<file path="src/rtl/crossbar_param.sv">
// crossbar_param: N_MST x N_SLV request crossbar with per-slave round-robin
// arbitration, grant locking until accept, and in-order read-data return.
module crossbar_param #(
  parameter int N_MST    = 4,
  parameter int N_SLV    = 4,
  parameter int AW       = 32,
  parameter int DW       = 32,
  parameter int RD_DEPTH = 4
) (
  input  logic                  clk,
  input  logic                  reset,
  input  logic [N_MST-1:0]      m_req,
  input  logic [N_MST-1:0]      m_cmd,
  input  logic [N_MST*AW-1:0]   m_addr,
  input  logic [N_MST*DW-1:0]   m_wdata,
  output logic [N_MST-1:0]      m_ack,
  output logic [N_MST-1:0]      m_resp,
  output logic [N_MST*DW-1:0]   m_rdata,
  output logic [N_SLV-1:0]      s_req,
  output logic [N_SLV-1:0]      s_cmd,
  output logic [N_SLV*AW-1:0]   s_addr,
  output logic [N_SLV*DW-1:0]   s_wdata,
  input  logic [N_SLV-1:0]      s_ack,
  input  logic [N_SLV-1:0]      s_resp,
  input  logic [N_SLV*DW-1:0]   s_rdata
);
  localparam int SW = $clog2(N_SLV);
  localparam int IW = $clog2(N_MST);
  localparam int PW = $clog2(RD_DEPTH);
  localparam int OW = $clog2(RD_DEPTH + 1);
  localparam int CW = $clog2(N_SLV * RD_DEPTH + 1);
  typedef enum logic {IDLE, LOCK} state_t;
  logic [SW-1:0]    tgt    [N_MST];
  logic [SW-1:0]    last_q [N_MST];
  logic [CW-1:0]    cnt_q  [N_MST];
  logic [N_MST-1:0] rd_hs;
  logic [N_SLV-1:0] gv, hs, pop;
  logic [IW-1:0]    gi   [N_SLV];
  logic [IW-1:0]    head [N_SLV];
  for (genvar i = 0; i < N_MST; i++) begin : g_tgt
    assign tgt[i] = m_addr[i*AW+AW-1 -: SW];
  end
  always_comb begin
    m_ack   = '0;
    m_resp  = '0;
    m_rdata = '0;
    rd_hs   = '0;
    for (int i = 0; i < N_MST; i++)
      for (int s = 0; s < N_SLV; s++) begin
        if (hs[s] && gi[s] == IW'(i)) begin
          m_ack[i] = 1'b1;
          rd_hs[i] = !m_cmd[i];
        end
        if (pop[s] && head[s] == IW'(i)) begin
          m_resp[i] = 1'b1;
          m_rdata[i*DW +: DW] = s_rdata[s*DW +: DW];
        end
      end
  end
  always_ff @(posedge clk or posedge reset)
    if (reset)
      for (int i = 0; i < N_MST; i++) begin
        cnt_q[i]  <= '0;
        last_q[i] <= '0;
      end
    else
      for (int i = 0; i < N_MST; i++) begin
        cnt_q[i] <= cnt_q[i] + CW'(rd_hs[i]) - CW'(m_resp[i]);
        if (rd_hs[i]) last_q[i] <= tgt[i];
      end
  for (genvar s = 0; s < N_SLV; s++) begin : g_slv
    state_t           state_q, state_d;
    logic [IW-1:0]    ptr_q, lidx_q, sel_i, j;
    logic [N_MST-1:0] el;
    logic             sel_v, full, empty, push;
    logic [OW-1:0]    occ_q;
    logic [PW-1:0]    wp_q, rp_q;
    logic [IW-1:0]    mem [RD_DEPTH];
    assign full  = occ_q == OW'(RD_DEPTH);
    assign empty = occ_q == '0;
    // A read may only go out if returns for that master stay on one slave.
    always_comb begin
      el    = '0;
      sel_v = 1'b0;
      sel_i = '0;
      j     = '0;
      for (int i = 0; i < N_MST; i++)
        el[i] = m_req[i] && tgt[i] == SW'(s) &&
                (m_cmd[i] || (!full && (cnt_q[i] == '0 || last_q[i] == SW'(s))));
      for (int k = N_MST - 1; k >= 0; k--) begin
        j = IW'((int'(ptr_q) + k) % N_MST);
        if (el[j]) begin
          sel_v = 1'b1;
          sel_i = j;
        end
      end
    end
    assign gv[s]   = !reset && (state_q == LOCK || sel_v);
    assign gi[s]   = state_q == LOCK ? lidx_q : sel_i;
    assign hs[s]   = gv[s] && s_ack[s];
    assign push    = hs[s] && !m_cmd[gi[s]];
    assign pop[s]  = !reset && s_resp[s] && !empty;
    assign head[s] = mem[rp_q];
    assign s_req[s] = gv[s];
    assign s_cmd[s] = gv[s] && m_cmd[gi[s]];
    assign s_addr[s*AW +: AW]  = gv[s] ? m_addr[gi[s]*AW +: AW] : '0;
    assign s_wdata[s*DW +: DW] = gv[s] ? m_wdata[gi[s]*DW +: DW] : '0;
    always_comb state_d = (gv[s] && !s_ack[s]) ? LOCK : IDLE;
    always_ff @(posedge clk or posedge reset)
      if (reset) begin
        state_q <= IDLE;
        ptr_q   <= '0;
        lidx_q  <= '0;
        occ_q   <= '0;
        wp_q    <= '0;
        rp_q    <= '0;
      end else begin
        state_q <= state_d;
        if (gv[s]) lidx_q <= gi[s];
        if (hs[s]) ptr_q <= IW'((int'(gi[s]) + 1) % N_MST);
        if (push) wp_q <= wp_q + PW'(1);
        if (pop[s]) rp_q <= rp_q + PW'(1);
        occ_q <= occ_q + OW'(push) - OW'(pop[s]);
      end
    always_ff @(posedge clk)
      if (push) mem[wp_q] <= gi[s];
  end
endmodule
</file>
<file path="config.mk">
export PLATFORM = sky130hd
export DESIGN_NAME = crossbar_param
export DESIGN_NICKNAME = d
export VERILOG_FILES = /design/src/rtl/crossbar_param.sv
export SDC_FILE = /design/constraint.sdc
export NUM_CORES = 1
export LEC_CHECK = 0
export BUFFER_PORTS_ARGS = -buffer_cell sky130_fd_sc_hd__buf_2
export CORE_AREA = 4 4 314 316
export DETAILED_ROUTE_END_ITERATION = 12
export DIE_AREA = 0 0 318 320
export SETUP_SLACK_MARGIN = 0.5
export SLEW_MARGIN = 20
export SYNTH_ARGS = -nofsm -noshare
export SYNTH_HDL_FRONTEND = slang
export SYNTH_SLANG_ARGS = --single-unit
</file>
<file path="constraint.sdc">
create_clock -name clk -period 4.1 [get_ports clk]
set_input_delay 0.205 -clock clk [delete_from_list [all_inputs] [get_ports clk]]
set_output_delay 0.205 -clock clk [all_outputs]
set_load 0.03 [all_outputs]
</file>
* After elaboration in Yosys (flattened, before gate mapping) *
Memory sizes are Yosys's and may differ from the RTL's.
Cells that the tools add are included.

word-level totals
  flip-flop bits (word level) = 76
  memory bits (writable) = 32
  bits of input ports = 402
  output and inout bits = 400
  logic and storage cells = 505
  memories kept = 4

operators by class
  add/sub/neg operators = 40
  order comparisons = 20
  eq/ne operators = 52
  shifts and indexed selects = 8
  muxes and demuxes = 160
  reductions and logical operators = 189

memory list
  name          words  width  rd ports  clocked after Yosys merged registers in  wr ports  line  RTL
  g_slv[0].mem  4      2      1         0                                        1         78    logic [IW-1:0] mem [RD_DEPTH];
  g_slv[1].mem  4      2      1         0                                        1         78
  g_slv[2].mem  4      2      1         0                                        1         78
  g_slv[3].mem  4      2      1         0                                        1         78

operators by type and width
  cell                                                                           number
  128-bit by 8-bit variable part select with 32-bit output                       8
  32-bit 2-to-1 mux                                                              24
  1-bit logical AND                                                              108
  1-bit 2-to-1 mux                                                               96
  2-bit equality test (second input constant)                                    32
  2-bit by 3-bit less-than comparator with 1-bit output (second input constant)  20
  1-bit binary-select mux with 2-bit select                                      20
  2-bit 2-to-1 mux                                                               20
  1-bit logical OR                                                               36
  2-bit by 1-bit adder with 2-bit output (second input constant)                 16
  2-bit by 1-bit equality test with 1-bit output (second input constant)         16
  2-bit zero test                                                                16
  1-bit zero test                                                                21
  5-bit by 1-bit adder with 5-bit output                                         4
  5-bit zero test                                                                4
  5-bit by 1-bit subtractor with 5-bit output                                    4
  2-bit adder (second input constant)                                            8
  3-bit by 1-bit adder with 3-bit output                                         4
  3-bit equality test (second input constant)                                    4
  3-bit zero test                                                                4
  3-bit by 1-bit subtractor with 3-bit output                                    4

* Logic depth before layout (Yosys ltp) *
  word-level depth = 21
  gate-level depth with buffers = 23

* Worst setup path after synthesis *
OpenSTA, ideal clock, no wires.

  kind = input port to flip-flop
  start = input reset
  end = register cnt_q[14] (netlist bit)
  data arrival time = 5,182 ps
  data required time = 3,977 ps
  path slack = -1,205 ps
  cell stages on the path = 15
  path buffers = 2
  cell sequence = clkinv_1 > o311a_1 > nor2b_1 > and2_1 > clkbuf_1 > clkbuf_1 > nand4b_1 > ha_1 > inv_1 > ha_1 > fa_1 > a21oi_1 > nor2_1 > nor2_1 > xnor2_1

RTL lines
  element                                      line  RTL
  start, declared                              11    input logic reset,
  1-bit zero test (no line)                    -
  1-bit logical AND (2 in a row)               102   assign pop[s] = !reset && s_resp[s] && !empty;
  named net pop[3]                             37    logic [N_SLV-1:0] gv, hs, pop;
  1-bit logical AND                            54    if (pop[s] && head[s] == IW'(i)) begin
  1-bit 2-to-1 mux                             54
  named net m_resp[1]                          17    output logic [N_MST-1:0] m_resp,
  5-bit by 1-bit subtractor with 5-bit output  68    cnt_q[i] <= cnt_q[i] + CW'(rd_hs[i]) - CW'(m_resp[i]);
  end signal, assigned by index                68
  end, declared                                35    logic [CW-1:0] cnt_q [N_MST];

The timed path passes the listed nets, and every way through them passes these cells.
A chain may end at the register's enable or synchronous reset.

* Worst setup path after layout *
  start = register cnt_q[17] (netlist bit)
  end = register cnt_q[4] (netlist bit)

on the way
  cells in the longest elaborated chain, start to end = 21

ends and longest elaborated chain
  element                                                                                             line  RTL
  5-bit zero test *                                                                                   89    (m_cmd[i] || (!full && (cnt_q[i] == '0 || last_q[i] == SW'(s))));
  parallel branches: the longest is 17 deep, another holds 1-bit binary-select mux with 2-bit select  -
  1-bit 2-to-1 mux *                                                                                  50    if (hs[s] && gi[s] == IW'(i)) begin
  5-bit by 1-bit adder with 5-bit output *                                                            68
  5-bit by 1-bit subtractor with 5-bit output *                                                       68

Every way passes the cells marked *. The select of a mux whose other input is x is not followed.

==> results_dict.tcl <==
set metrics [dict create \
    core.rowCount 114 \
    rsz0062_at_grt "yes" \
    period_needed_ps 4240 \
    p_per_area_nw_per_um2 487 \
    drt_iter0_markers 2786 \
    cts_tree "done" \
    vias 24900 \
    synth_flop_cell "dfrtp_1" \
    clock-root-buffer "clkbuf_16" \
    synthCells 2417 \
    violations "setup timing" \
    peakVddDrop_mv 0.266 \
    placed_area_um2 24700 \
    stdcell_area_um2 29300 \
    utilization 0.305 \
    yosys.cell_types.count 90 \
    worstRegToRegCells 23 \
    tightest_slew_ps 832 \
    clkPwrFrac 0.066 \
    drive_above_1_share 0.480 \
    max_freq_mhz 236 \
    hp-start "s_ack[0]" \
    portBuffers 801 \
    hold_viol 0 \
    ios 802 \
    firstDrtPassIters 6 \
    cts_buffer_depth 2 \
    start_util 0.195 \
    end_kind "flip-flop" \
    synth_area_um2 18700 \
    synthXorXnorAreaFrac 0.0187 \
    gr-total-overflow 0 \
    clock_latency_ps 370 \
    combPwrFrac 0.797 \
    power.share.sequential 0.137 \
    swShare 0.534 \
    synth_top_family_by_area "multiplexers" \
    grt_pass1_wl_um 171000 \
    grtUsageTotal 0.227 \
    grt_pass1_vias 22700 \
    syn_to_final_growth_pct 56.2 \
    relSlewSlack 0.445 \
    die_area_um2 102000 \
    synth_warnings 0 \
    timing.rr.end "cnt_q[4]$_DFF_PP0_" \
    finalSetupTns_ps -384 \
    routed_via_density 5.46 \
    post-route-drc-count 0 \
    synth_area_leader_cell "mux4_2" \
    hp-class "in2reg" \
    place.gp.congestion 0.927 \
    synth_fa_ha_area_frac 0.0406 \
    die-width_um 318 \
    core-area_um2 96000 \
    synthSimpleGateAreaFrac 0.249 \
    htreeDepth 3 \
    fin_skew_ps 11.6 \
    synth-compound-area-share 0.224 \
    dp_hpwl_um 86900 \
    cts_buffers 9 \
    ant_nets 0 \
    p_int_w 0.00664 \
    avgSynthCellArea_um2 7.75 \
    syn_nets 2875 \
    p_leak_nw 13.7 \
    muxShareOfSynthArea 0.250 \
    synth-seq-area-share 0.153 \
    required_ps 4390 \
    die_y_um 320 \
    post-route-period-util 1.03 \
    antenna_found_initial 66 \
    slew_viol_final 0 \
    wl_per_cell_um 28.7 \
    ys_seq_elements 108 \
    critical_path_class "reg2reg" \
    cts.clk_slew.worst_paths_ps 80 \
    power_switching_w 0.00760 \
    worst-r2r-setup-slack_ps -140 \
    synth_area_leaders "mux4_2 16%, nand2_1 12%, dfrtp_1 10%, edfxtp_1 5.1%, and2_1 4.9%" \
    min_to "g_slv[0].state_q$_DFF_PP0_" \
    yosysTopAreaCellShare 0.165 \
    grt_start_max_net_pins 120 \
    finalSetupViolCount 8 \
    synth_async_sr_flop_share 0.704 \
    hold_depth 2 \
    final.fill_count 10200 \
    maxCapViolations 0 \
    r2r-start "cnt_q[17]$_DFF_PP0_" \
    synth_edf_count 32 \
    fin_nets 3714 \
    crit_path_start_kind "flip-flop" \
    worstPathArrival_ps 4530 \
    cts.sinks 108 \
    wirelength_um 131000 \
    layout_setup_ws_ps -140 \
    path_max_fanout 4 \
    status "complete, but fails checks" \
]
==> power groups by stage <==
| stage | sequential (W) | clock [W] | combinational [W] |
|---|---|---|---|
| 2_1_floorplan | 0.00185 | 0 | 0.00615 |
| 3_3_place_gp | 0.00193 | 0 | 0.00901 |
| 3_5_place_dp | 0.00195 | 0 | 0.00907 |
| 4_1_cts | 0.00193 | 0.000959 | 0.0103 |
| 5_1_grt | 0.00202 | 0.000997 | 0.0120 |
| 6_report | 0.00195 | 0.000939 | 0.0114 |
==> placed cells by master, fill, tap and decap left out, drive strengths merged, types with 64 or more instances in the layout <==
cell type / n
a211oi: 73
a21oi: 73
a22oi: 66
and2: 148
buf: 1020
dfrtp: 76
inv: 80
mux2: 80
mux2i: 69
mux4: 137
nand2: 581
nand3: 74
nor2: 155
o211a: 64
o21ai: 178
==> worst max-delay path by stage <==
stage                                   start                  end  slack, ps
after detailed placement  cnt_q[18]$_DFF_PP0_   cnt_q[4]$_DFF_PP0_         20
after global placement     cnt_q[8]$_DFF_PP0_   cnt_q[9]$_DFF_PP0_         50
after CTS                 cnt_q[18]$_DFF_PP0_   cnt_q[9]$_DFF_PP0_         70
final                     cnt_q[17]$_DFF_PP0_   cnt_q[4]$_DFF_PP0_       -140
after global routing       cnt_q[8]$_DFF_PP0_   cnt_q[9]$_DFF_PP0_       -310
after floorplan            cnt_q[8]$_DFF_PP0_  cnt_q[19]$_DFF_PP0_        210
==> stage by stage <==
stage / hold WS [ps] / total power (W) / std cells / setup WS [ps]
after floorplan: 149 / 0.00800 / 2417 / 209
after global placement: 256 / 0.0109 / 4387 / 48.7
after detailed placement: 253 / 0.0110 / 4387 / 24.9
after CTS: 23.7 / 0.0132 / 4476 / 73.0
after global routing: 25.0 / 0.0150 / 4551 / -311
final: 29.3 / 0.0142 / 4560 / -140
==> synthesized netlist by cell type (69+ instances only) <==
cell type,instances
dfrtp_1,76
inv_1,76
clkbuf_1,160
nand3_1,73
a211oi_1,71
a21oi_1,72
mux4_2,137
o21ai_0,173
nand2_1,581
nor2_1,154
and2_1,148
mux2i_1,69
mux2_2,75
==> layer usage <==
| metal | wire, µm | vias up | GRT usage |
|---|---|---|---|
| met3 | 14100 | 469 | 0.0683 |
| met5 | 266 | - | 0 |
| met2 | 61500 | 1862 | 0.385 |
| met4 | 9590 | 42 | 0.124 |
| met1 | 45300 | 12000 | 0.255 |
| li1 | - | 10500 | - |
==> logic make-up after synthesis <==
family / after synthesis
DFF: 108
AOI/OAI and AO/OA: 594
xor gates and xnor gates: 40
adders and majority gates: 56
buffers and inverters: 294
muxes: 286
and+or+nand+nor: 1039
==> state kept, by name, indices dropped and copies added, names as in the netlist <==
register       count
cnt_q             20
g_slv.lidx_q       8
g_slv.mem         32
g_slv.occ_q       12
g_slv.ptr_q        8
g_slv.rp_q         8
g_slv.state_q      4
g_slv.wp_q         8
last_q             8
==> worst max-delay path, stage by stage, from the launching register on <==
cell and delay [ps]:
dfrtp_1 400, inv_2 70, ha_2 150, or4b_4 530, a31o_4 290, buf_6 130, buf_6 110, nor3_4 130
o21ai_2 100, a32oi_4 210, buf_6 150, inv_4 40, and3_4 180, a221oi_4 330, a21oi_2 120, inv_2 80
ha_4 140, inv_4 30, ha_4 150, fa_2 360, a21oi_2 150, nor2_1 50, nor2_1 140, xnor2_1 130
==> layout make-up <==
class / count / area (µm²) / share of cell area
Antenna cell: 23 / 57.6 / 0.00197
Timing Repair Buffer: 1043 / 8200 / 0.280
Inverter: 79 / 312 / 0.0106
Clock buffer: 9 / 225 / 0.00770
Clock inverter: 7 / 92.6 / 0.00316
Sequential cell: 108 / 2860 / 0.0979
Multi-Input combinational cell: 2015 / 15900 / 0.544
Tap cell: 1276 / 1600 / 0.0546
==> what timing repair did <==
item	4_1_cts	5_1_grt
hold endpoints to repair	24	0
buffers inserted	38	40
setup endpoints to repair	297	358
pin swaps	19	108
hold buffers	4	0
resized for setup	264	435
cloned	31	21
No activity file was read; power rests on OpenSTA's default activity.
